<file path="config.mk">
export PLATFORM = sky130hd
export DESIGN_NAME = fdiv_issue
export DESIGN_NICKNAME = d
export VERILOG_FILES = /design/src/rtl/fdiv_issue.sv
export SDC_FILE = /design/constraint.sdc
export NUM_CORES = 1
export LEC_CHECK = 0
export ABC_AREA = 1
export BUFFER_PORTS_ARGS = -buffer_cell sky130_fd_sc_hd__buf_2
export CAP_MARGIN = 20
export CORE_MARGIN = 5
export CORE_UTILIZATION = 60
export DETAILED_ROUTE_END_ITERATION = 8
export PLACE_DENSITY = 0.79
export SYNTH_ARGS = -nofsm -noshare
export SYNTH_HDL_FRONTEND = slang
export SYNTH_SLANG_ARGS = --single-unit
</file>
<file path="constraint.sdc">
create_clock -name clk -period 4.1 [get_ports clk]
set_clock_uncertainty 0.1 [all_clocks]
set_input_delay 0 -clock clk [delete_from_list [all_inputs] [get_ports clk]]
set_output_delay 0 -clock clk [all_outputs]
set_load 0.02 [all_outputs]
</file>
<file path="src/rtl/fdiv_issue.sv">
// Issue/retire controller around the fixed-latency, enable-less fdiv pipeline.
// Credit-based issue reserves a result FIFO slot per in-flight op so nothing leaving fdiv is lost.
module fdiv_issue #(
  parameter int LAT   = 12,
  parameter int DEPTH = 16,
  parameter int TAGW  = 6
) (
  input  logic            clk,
  input  logic            rstn,
  input  logic            req_valid,
  output logic            req_ready,
  input  logic [31:0]     req_x1,
  input  logic [31:0]     req_x2,
  input  logic [TAGW-1:0] req_tag,
  output logic [31:0]     div_x1,
  output logic [31:0]     div_x2,
  input  logic [31:0]     div_y,
  output logic            rsp_valid,
  input  logic            rsp_ready,
  output logic [31:0]     rsp_y,
  output logic [TAGW-1:0] rsp_tag,
  output logic            rsp_dz,
  output logic            busy
);
  localparam int CW = $clog2(DEPTH + 1);
  localparam int SW = CW + 1;
  localparam int AW = (DEPTH > 1) ? $clog2(DEPTH) : 1;

  typedef struct packed {
    logic [TAGW-1:0] tag;
    logic            dz;
    logic            sgn;
  } meta_t;

  typedef struct packed {
    logic [31:0]     y;
    logic [TAGW-1:0] tag;
    logic            dz;
  } ent_t;

  logic [LAT:0]  vld_pipe;
  meta_t         meta_pipe [LAT+1];
  ent_t          mem [DEPTH];
  ent_t          wr_ent;
  logic [AW-1:0] wr_ptr, rd_ptr;
  logic [CW-1:0] inflight, fifo_cnt;
  logic          acc, wr, pop;

  function automatic logic [AW-1:0] nxt(input logic [AW-1:0] p);
    return (p == AW'(DEPTH - 1)) ? '0 : p + AW'(1);
  endfunction

  // Ready looks only at registered counters so it never combinationally depends on rsp_ready.
  assign req_ready = (SW'(inflight) + SW'(fifo_cnt)) < SW'(DEPTH);
  assign acc       = req_valid & req_ready;
  assign wr        = vld_pipe[LAT];
  assign rsp_valid = (fifo_cnt != '0);
  assign pop       = rsp_valid & rsp_ready;
  assign busy      = (inflight != '0) | rsp_valid;

  always_comb begin
    wr_ent     = '0;
    wr_ent.tag = meta_pipe[LAT].tag;
    wr_ent.dz  = meta_pipe[LAT].dz;
    wr_ent.y   = meta_pipe[LAT].dz ? {meta_pipe[LAT].sgn, 8'hFF, 23'h0} : div_y;
  end

  // Operands and metadata only load on accept; idle cycles leave fdiv inputs quiet.
  always_ff @(posedge clk or negedge rstn) begin
    if (!rstn) begin
      div_x1   <= '0;
      div_x2   <= '0;
      vld_pipe <= '0;
      for (int i = 0; i <= LAT; i++) meta_pipe[i] <= '0;
    end else begin
      vld_pipe <= {vld_pipe[LAT-1:0], acc};
      if (acc) begin
        div_x1       <= req_x1;
        div_x2       <= req_x2;
        meta_pipe[0] <= '{tag: req_tag, dz: (req_x2[30:23] == 8'd0), sgn: req_x1[31] ^ req_x2[31]};
      end
      for (int i = 1; i <= LAT; i++) meta_pipe[i] <= meta_pipe[i-1];
    end
  end

  always_ff @(posedge clk or negedge rstn) begin
    if (!rstn) begin
      inflight <= '0;
    end else begin
      case ({acc, wr})
        2'b10:   inflight <= inflight + CW'(1);
        2'b01:   inflight <= inflight - CW'(1);
        default: inflight <= inflight;
      endcase
    end
  end

  // A retiring op already holds a credit, so the FIFO cannot be full when wr is high.
  always_ff @(posedge clk or negedge rstn) begin
    if (!rstn) begin
      wr_ptr   <= '0;
      rd_ptr   <= '0;
      fifo_cnt <= '0;
      for (int i = 0; i < DEPTH; i++) mem[i] <= '0;
    end else begin
      if (wr) begin
        mem[wr_ptr] <= wr_ent;
        wr_ptr      <= nxt(wr_ptr);
      end
      if (pop) rd_ptr <= nxt(rd_ptr);
      case ({wr, pop})
        2'b10:   fifo_cnt <= fifo_cnt + CW'(1);
        2'b01:   fifo_cnt <= fifo_cnt - CW'(1);
        default: fifo_cnt <= fifo_cnt;
      endcase
    end
  end

  assign rsp_y   = mem[rd_ptr].y;
  assign rsp_tag = mem[rd_ptr].tag;
  assign rsp_dz  = mem[rd_ptr].dz;

endmodule

</file>
; Word level (Yosys, flattened, before mapping)
; Cells that the tools add are included.
[totals]
wordCells = 134
output_inout_bits = 106
ff_bits = 823
[op_classes]
reduce_logical = 6
bitwise_logic = 6
addsub = 7
order_cmp = 4
mux = 11
eq_ne = 6
[op_table]
columns = operator, count
row1 = $bwmux 624, 1
row2 = $bmux 39 s4, 1
row3 = $demux 39 s4, 1
row4 = $mux 39, 3
row5 = $mux 32, 1
row6 = $pmux 5 s2, 2
row7 = $add 5x1->5 const B, 2
row8 = $ge 5x5->1 const B, 2
row9 = $not 4->5, 2
row10 = $reduce_bool 5->1, 2
row11 = $sub 5x1->5 const B, 2
row12 = $add 4x1->4 const B, 2
row13 = $eq 4x4->1 const B, 2
row14 = $logic_not 8->1, 1
row15 = $mux 4, 2
row16 = $add 5x5->6, 1
row17 = $lt 6x5->1 const B, 1
row18 = $lt 5x1->1 const B, 1
row19 = $eq 2x1->1 const B, 2
row20 = $eq 2x2->1 const B, 2
row21 = $reduce_bool 2->1, 2
row22 = $and 1x1->1, 2
row23 = $logic_and 1x1->1, 1
row24 = $or 1x1->1, 1
row25 = $xor 1x1->1, 1

; Longest topological paths before layout
; Gate-level depths: netlist of the first run.
[logic_depth]
depth_word = 6
ltp_mapped = 20

; Least setup slack after synthesis of the first run
; No wires, ideal clock.
[synth_timing]
path_kind = flip-flop to flip-flop
start = register fifo_cnt[1]
end = register inflight[4]
arrival_time_ns = 2.393
t_required_ns = 3.883
path_stages_with_launch = 20
n_path_buf = 1
slack_ns = 1.490
path_cell_list = dfrtp_1 -> ha_1 -> nand3_1 -> nand2_1 -> nand2_1 -> nand2_1 -> nand2_1 -> nand3_1 -> clkbuf_1 -> ha_1 -> inv_1 -> fa_1 -> inv_1 -> nand2_1 -> nand2_1 -> nand2_1 -> nand3b_1 -> nand2_1 -> nand2_1 -> nand2_1
[synth_via]
elab_chain_cells = 5
[synth_lines]
columns = item, line
row1 = "start, declared", 46  ; logic [CW-1:0] inflight, fifo_cnt;
row2 = "start signal, assigned", 112  ; 2'b10: fifo_cnt <= fifo_cnt + CW'(1);
row3 = "start signal, assigned", 113  ; 2'b01: fifo_cnt <= fifo_cnt - CW'(1);
row4 = "start signal, assigned", 114  ; default: fifo_cnt <= fifo_cnt;
row5 = $add 5x5->6 *, 54  ; assign req_ready = (SW'(inflight) + SW'(fifo_cnt)) < SW'(DEPTH);
row6 = $lt 6x5->1 *, 54
row7 = $and 1x1->1 *, 55  ; assign acc = req_valid & req_ready;
row8 = $eq 2x1->1 or $eq 2x2->1 (tied branches), 90  ; case ({acc, wr})
row9 = $pmux 5 s2 or $reduce_bool 2->1 (tied branches), -
row10 = "end signal, assigned", 91  ; 2'b10: inflight <= inflight + CW'(1);
row11 = "end signal, assigned", 92  ; 2'b01: inflight <= inflight - CW'(1);
row12 = "end signal, assigned", 93  ; default: inflight <= inflight;
row13 = "end, declared", 46
; Mark *: on every way between the ends. The rest lies on a longest branch, timed or not.
; A chain may end at the register's enable or synchronous reset.

; Final worst setup path of the first run
[layout_timing]
start = register rd_ptr[2]
end = output port rsp_y[26]
[layout_via]
elab_chain_cells = 4
[layout_lines]
columns = item, line
row1 = "start, declared", 45  ; logic [AW-1:0] wr_ptr, rd_ptr;
row2 = "start signal, assigned", 110  ; if (pop) rd_ptr <= nxt(rd_ptr);
row3 = $not 4->5 (not written as such), 119  ; assign rsp_y = mem[rd_ptr].y;
row4 = $bmux 39 s4, 119
row5 = $mux 39 (2 in series), -
row6 = "end, declared", 20  ; output logic [31:0] rsp_y,
; No other way between the ends. The select of a mux whose other input is x is not followed.

==> impl_metrics.env, run 1 <==
export IMPL_timing_final_crit_share_pct=81.01
export IMPL_dp_hpwl_mm=52.73
export IMPL_drive_above_1_share_pct=10.12
export IMPL_required_ns=4.00
export IMPL_outcome="finished, final reports clean"
export IMPL_fmax_mhz=301.1
export IMPL_final_nets=4476
export IMPL_synth_area_um2=35840
export IMPL_finalSetupTns_ns=0
export IMPL_drt_pass1_iterations=6
export IMPL_worstSetupPathType="reg -> out"
export IMPL_ios=212
export IMPL_cts_resized=0
export IMPL_grt_pass1_vias=29450
export IMPL_antenna_cells=0
export IMPL_cts_path_max_buffers=3
export IMPL_ant_nets=0
export IMPL_wire_per_inst_um=18.94
export IMPL_finalMaxSlewViolations=0
export IMPL_drc=0
export IMPL_clock_latency_ns=0.63
export IMPL_p_switching_w=0.01315
export IMPL_syn_to_final_growth_pct=14.94
export IMPL_p_clk_share_pct=23.5
export IMPL_slew_headroom_pct=28.04
export IMPL_synth_cells=4161
export IMPL_grt_overflow=0
export IMPL_ys_warn_count=0
export IMPL_yosysUniqueCellTypes=28
export IMPL_post_cts_setup_buffers=0
export IMPL_grtUsageTotal_pct=30.55
export IMPL_cpPeakStageDelay_ns=0.82
export IMPL_synth_seq_cells=823
export IMPL_grt_pass1_wl_mm=157.9
export IMPL_synth_seq_area_share_pct=57.46
export IMPL_crit_path_end_kind="primary output"
export IMPL_internal_power_w=0.01984
export IMPL_ys_top_cells_by_area="dfrtp_1 57%, nand2_1 11%, o21ai_0 10%"
export IMPL_start_kind="flip-flop"
export IMPL_combPwrFrac_pct=37.5
export IMPL_worst_path_max_fanout=32
export IMPL_rows=89
export IMPL_chipWidth_um=254.4
export IMPL_first_iter_violations=3048
export IMPL_synthArstFlopShare_pct=100.0
export IMPL_die_height_um=254.4
export IMPL_port_buffers=211
export IMPL_cp_cell_sequence="nand2_1 > inv_2 > buf_4 > nand2_1 > nand2_1 > inv_1 > nand2_1 > buf_2"
export IMPL_synth_avg_cell_area_um2=8.614
export IMPL_rsz0062_at_grt="false"
export IMPL_worstMarginPinSlew_ns=1.079
export IMPL_final_util_pct=69.67
export IMPL_path_buf_inv=4
export IMPL_synthDominantCellAreaShare_pct=57.46
export IMPL_htreeDepth=3
export IMPL_finalHoldViolations=0
export IMPL_ys_flop_type="dfrtp_1"
export IMPL_seqPwrFrac_pct=39.0
export IMPL_cts_buffers=84
export IMPL_yosysTopAreaCell="dfrtp_1"
export IMPL_cp_top_family="buffers and inverters"
export IMPL_grt_max_degree=217
export IMPL_core_um2=59130
export IMPL_p_sw_share_pct=39.86
export IMPL_p_per_area_nw_per_um2=800.8
export IMPL_slowest_stage="dfrtp_2"
export IMPL_crit_top_cell="nand2_1"
export IMPL_syn_nets=4286
export IMPL_cts_tree="built"
export IMPL_vias=29930
export IMPL_arrival_ns=3.22
export IMPL_register_area_um2=20600
export IMPL_antenna_found_initial=0
export IMPL_clk_pin_slew_ns=0.07
export IMPL_maxCapViolCount=0
export IMPL_dieArea_um2=64720
export IMPL_root_buffer="clkbuf_16"
export IMPL_ir_worst_vdd_uv=591.0
export IMPL_final_fill_count=4389
export IMPL_setup_viol=0
export IMPL_start_util_pct=60.61
export IMPL_place_gp_congestion=0.8271
export IMPL_post_drt_via_cell_ratio=5.766
export IMPL_routed_wirelength_mm=98.33
export IMPL_power_leakage_nw=19.73
export IMPL_hold_path_class="in -> reg"
export IMPL_cts_sinks=823
export IMPL_multi_input_area_um2=12330
export IMPL_fin_crit_ns=3.321
export IMPL_synth_edff_count=0
-- cells in the mapped netlist, types with 8 or more instances --
cell type / number
inv_1: 382
ha_1: 17
dfrtp_1: 823
buf_1: 14
o21ai_1: 46
buf_6: 24
nand4_1: 74
nand2_1: 1094
inv_2: 11
buf_4: 19
nor2_1: 190
o21ai_0: 713
buf_2: 115
o211ai_1: 111
a21oi_1: 243
nor2_2: 9
nand3_1: 118
clkbuf_1: 122
a31oi_1: 8
-- area by class of cell --
cell class	instances	share of cell area (%)
clock inverter	27	0.7350
inverter	393	3.593
multi-input combinational	2646	29.92
timing repair buffer	403	7.313
tap	773	2.348
clock buffer	126	6.074
sequential	823	50.01
-- cells by family (layout without fill, tap and decap cells) --
kind of cell / count (synthesis) / in the layout / share of synthesized area (%)
buffers and inverters: 692 / 949 / 8.368
AND/OR/NAND/NOR: 1496 / 1496 / 16.77
XOR/XNOR: 10 / 10 / 0.2444
flip-flops: 823 / 823 / 57.46
adder cells (fa/ha/maj): 19 / 19 / 0.7052
AO/OA/AOI/OAI: 1121 / 1121 / 16.46
-- repair_timing --
item                                    CTS  global route
endpoints found under the setup margin    0             0
hold buffers                            132             0
endpoints found under the hold margin   569             0
-- worst paths after layout --
path / from / end / cells past startpoint / slack [ns]
max in group asynchronous: rstn / mem[170] / 4 / 2.07
hold / removal: req_x2[17] / div_x2[17] / 4 / 0.06
setup reg to reg: fifo_cnt[1] / div_x1[29] / 10 / 1.25
min in group asynchronous: rstn / mem[169] / 3 / 0.46
setup / recovery: rd_ptr[2] / rsp_y[26] / 8 / 0.78
hold reg to reg: meta_pipe[48] / meta_pipe[40] / 0 / 0.24
-- cells in the final DEF, fill, tap and decap left out, types with 6 or more instances in the layout --
master         instances
clkbuf_16             86
a21oi_1              243
inv_2                 14
clkinv_2              12
nand4_1               74
inv_1                377
nor2_4                11
nor2_2                 6
a31oi_1                8
ha_1                  17
nor2_1               183
o21ai_1               46
clkbuf_1              20
o21ai_0              713
clkbuf_8              20
nand3_1              117
o211ai_1             111
nand2_1             1093
dfrtp_1              820
dlygate4sd3_1        132
buf_4                 46
buf_12                14
buf_2                210
-- state kept, by name (all words and copies together) (netlist names) --
name and flops:
meta_pipe 104, inflight 5, wr_ptr 4, rd_ptr 4, div_x1 32, mem 624
vld_pipe 13, fifo_cnt 5, div_x2 32
-- power groups by stage --
stage               registers [W]  clock network, W  logic, W
floorplan                  0.0128                 0   0.00851
global placement           0.0128                 0    0.0115
detailed placement         0.0129                 0    0.0119
CTS                        0.0128           0.00783    0.0121
global route               0.0132           0.00822    0.0138
finish                     0.0129           0.00775    0.0124
-- tightest hold or removal path, stage by stage --
cell	delay [ns]
dlygate4sd3_1	0.52
buf_2	0.10
nand4_1	0.08
nand2_1	0.07
-- through the flow --
step,power [W],hold slack (ns),cell area (um2),worst slack [ns],instances
floorplan,0.02127,-0.3956,35840,1.490,4161
global placement,0.02430,0.05829,37070,1.557,4906
detailed placement,0.02473,0.05587,37070,1.541,4906
CTS,0.03279,0.03954,41200,0.8674,5191
global route,0.03521,0.08169,41200,0.7432,5191
finish,0.03299,0.06196,41200,0.7785,5191
-- routing by layer --
layer	track usage, %	vias up	part of all wire [%]
li1	-	13870	-
met1	40.72	14330	39
met2	49.67	1437	48
met3	5.395	295	8.9
met4	13.96	0	4.5
met5	0	-	0
Note: power is estimated with default switching activity, not from simulation.
==> run 2, diff against run 1 <==
- clock period: 4.1 -> 3.2 ns (I/O delays scaled with it)
==> run 2 against run 1 <==
Register-to-register slack worse by 0.80 ns. Setup slack worse by 0.47 ns. First-iteration DRC count is 6.3% higher. Sequential power up 27%. Highest routed layer is now met5. Largest cell class unchanged. Critical endpoint is now rsp_y[23]. Critical path type unchanged. Clock power increased by 30%. Die area is the same.
==> impl_metrics.env, run 2 (synthesis gave the netlist of run 1 again) <==
export IMPL_r2r_end="div_x1[2]"
export IMPL_top_regs="mem x624, meta_pipe x104"
export IMPL_drive_above_1_share_pct=10.59
export IMPL_grt_pass1_wl_mm=160.2
export IMPL_ant_nets=0
export IMPL_first_iter_violations=3240
export IMPL_rsz0062_at_grt="false"
export IMPL_fin_crit_ns=2.896
export IMPL_grt_pass1_vias=30140
export IMPL_dp_hpwl_mm=53.67
export IMPL_start_util_pct=60.61
export IMPL_final_cell_mix="1093 x nand2_1, 820 x dfrtp_1, 713 x o21ai_0"
export IMPL_worstMarginPinSlew_ns=1.063
export IMPL_cpPeakStageDelay_ns=0.66
export IMPL_largest_reg_flops=624
export IMPL_finalMaxSlewViolations=0
export IMPL_htreeDepth=3
export IMPL_required_ns=3.10
export IMPL_hold_ws_ns=0.04624
export IMPL_highest_layer="met5"
export IMPL_fmax_mhz=345.3
export IMPL_cts_tree="built"
export IMPL_wire_per_inst_um=19.11
export IMPL_hold_path_class="in -> async"
export IMPL_seqPwrFrac_pct=38.5
export IMPL_cp_top_family="buffers and inverters"
export IMPL_combPwrFrac_pct=37.8
export IMPL_maxCapViolCount=0
export IMPL_slowest_stage="dfrtp_2"
export IMPL_cp_cell_sequence="nand2_1 > inv_2 > buf_12 > nand2_1 > nand2_1 > inv_1 > nand2_1 > buf_2"
export IMPL_timing_final_crit_share_pct=90.50
export IMPL_finalSetupTns_ns=0
export IMPL_routed_wirelength_mm=99.92
export IMPL_antenna_found_initial=2
export IMPL_post_drt_via_cell_ratio=5.766
export IMPL_grt_max_degree=151
export IMPL_worstSetupEndpoint="rsp_y[23]"
export IMPL_dr_wl_met2_mm=47.89
export IMPL_port_buffers=211
export IMPL_worstSetupPathType="reg -> out"
export IMPL_r2r_start="inflight[1]"
export IMPL_drc=0
export IMPL_power_leakage_nw=19.96
export IMPL_worst_path_max_fanout=22
export IMPL_arrival_ns=2.80
export IMPL_crit_path_end_kind="primary output"
export IMPL_slew_headroom_pct=29.02
export IMPL_cts_buffers=84
export IMPL_chipWidth_um=254.4
export IMPL_ios=212
export IMPL_internal_power_w=0.02574
export IMPL_clk_pin_slew_ns=0.06
export IMPL_clock_latency_ns=0.63
export IMPL_place_gp_congestion=0.8414
export IMPL_cts_path_max_buffers=3
export IMPL_p_per_area_nw_per_um2=1022
export IMPL_p_switching_w=0.01696
export IMPL_worstSetupStartpoint="rd_ptr[2]"
export IMPL_post_cts_setup_buffers=0
export IMPL_met1_length_mm=39.35
export IMPL_grt_overflow=0
export IMPL_regMostFlops="mem"
export IMPL_grtUsageTotal_pct=30.97
export IMPL_p_sw_share_pct=39.72
export IMPL_final_fill_count=4350
export IMPL_final_common_cell="nand2_1"
export IMPL_outcome="finished, final reports clean"
export IMPL_path_buf_inv=4
export IMPL_start_kind="flip-flop"
export IMPL_drt_pass1_iterations=5
export IMPL_final_nets=4515
export IMPL_rows=89
export IMPL_multi_input_area_um2=12330
export IMPL_die_height_um=254.4
export IMPL_stdcell_area_um2=41770
export IMPL_dr_wl_met3_mm=8.754
export IMPL_cts_sinks=823
export IMPL_root_buffer="clkbuf_16"
export IMPL_vias=30160
export IMPL_register_area_um2=20600
export IMPL_ff2ff_path_depth=10
export IMPL_setup_viol=0
export IMPL_r2r_setup_slack_ns=0.45
export IMPL_syn_to_final_growth_pct=16.54
export IMPL_core_um2=59130
export IMPL_final_util_pct=70.64
export IMPL_crit_cells=8
export IMPL_place_area_um2=37380
export IMPL_ir_worst_vdd_uv=836.9
export IMPL_dieArea_um2=64720
export IMPL_finalHoldViolations=0
export IMPL_crit_top_cell="nand2_1"
export IMPL_p_clk_share_pct=23.7
-- run 2: cell types whose count changed in the layout (fill, tap and decap cells not counted), sizes merged --
cell / before / now
buf: 271 / 291
bufinv: 5 / 7
clkbuf: 126 / 119
clkinv: 17 / 21
diode: 0 / 1
dlygate4sd3: 132 / 151
-- run 2: cell type report --
cell class                      count  area share, %
Clock buffer                      119          5.877
Inverter                          393          3.544
Timing Repair Buffer              442          8.465
Clock inverter                     33         0.9526
Tap cell                          773          2.315
Sequential cell                   823          49.33
Multi-Input combinational cell   2646          29.51
Antenna cell                        1       0.005991
-- run 2: per-layer routing --
metal	up-vias	track usage (%)
li1	13960	-
met4	2	12.95
met5	-	0
met2	1442	50.93
met1	14470	40.95
met3	287	5.996
-- run 2: stage by stage --
stage | cells | total power [W] | setup WS, ns
6_report | 5230 | 0.04270 | 0.3039
5_1_grt | 5230 | 0.04552 | 0.2059
4_1_cts | 5229 | 0.04239 | 0.3438
3_5_place_dp | 4925 | 0.03178 | 0.6887
3_3_place_gp | 4925 | 0.03124 | 0.7474
2_1_floorplan | 4161 | 0.02725 | 0.5899
-- run 2: worst min path at each step --
stage,slack [ns],to,cells after the start,from
3_3_place_gp,-0.04,mem[92],1,rstn
4_1_cts,0.03,mem[446],3,rstn
2_1_floorplan,-0.40,div_x1[0],0,rstn
6_report,0.05,mem[94],3,rstn
3_5_place_dp,-0.03,mem[92],1,rstn
5_1_grt,0.06,mem[446],3,rstn
-- run 2: power by group through the flow --
stage | Sequential (W) | Clock, W | Combinational, W
5_1_grt | 0.0169 | 0.0107 | 0.0180
2_1_floorplan | 0.0164 | 0 | 0.0109
4_1_cts | 0.0163 | 0.0102 | 0.0159
3_5_place_dp | 0.0164 | 0 | 0.0153
6_report | 0.0164 | 0.0101 | 0.0162
3_3_place_gp | 0.0163 | 0 | 0.0149
-- run 2: tightest hold or removal path, stage by stage --
cell           delay, ns
dlygate4sd3_1       0.56
buf_8               0.29
buf_4               0.25
-- run 2: timing repair --
item | 4_1_cts | 5_1_grt
endpoints found under the hold margin | 1145 | 0
resized for setup | 0 | 0
hold buffers | 152 | 0
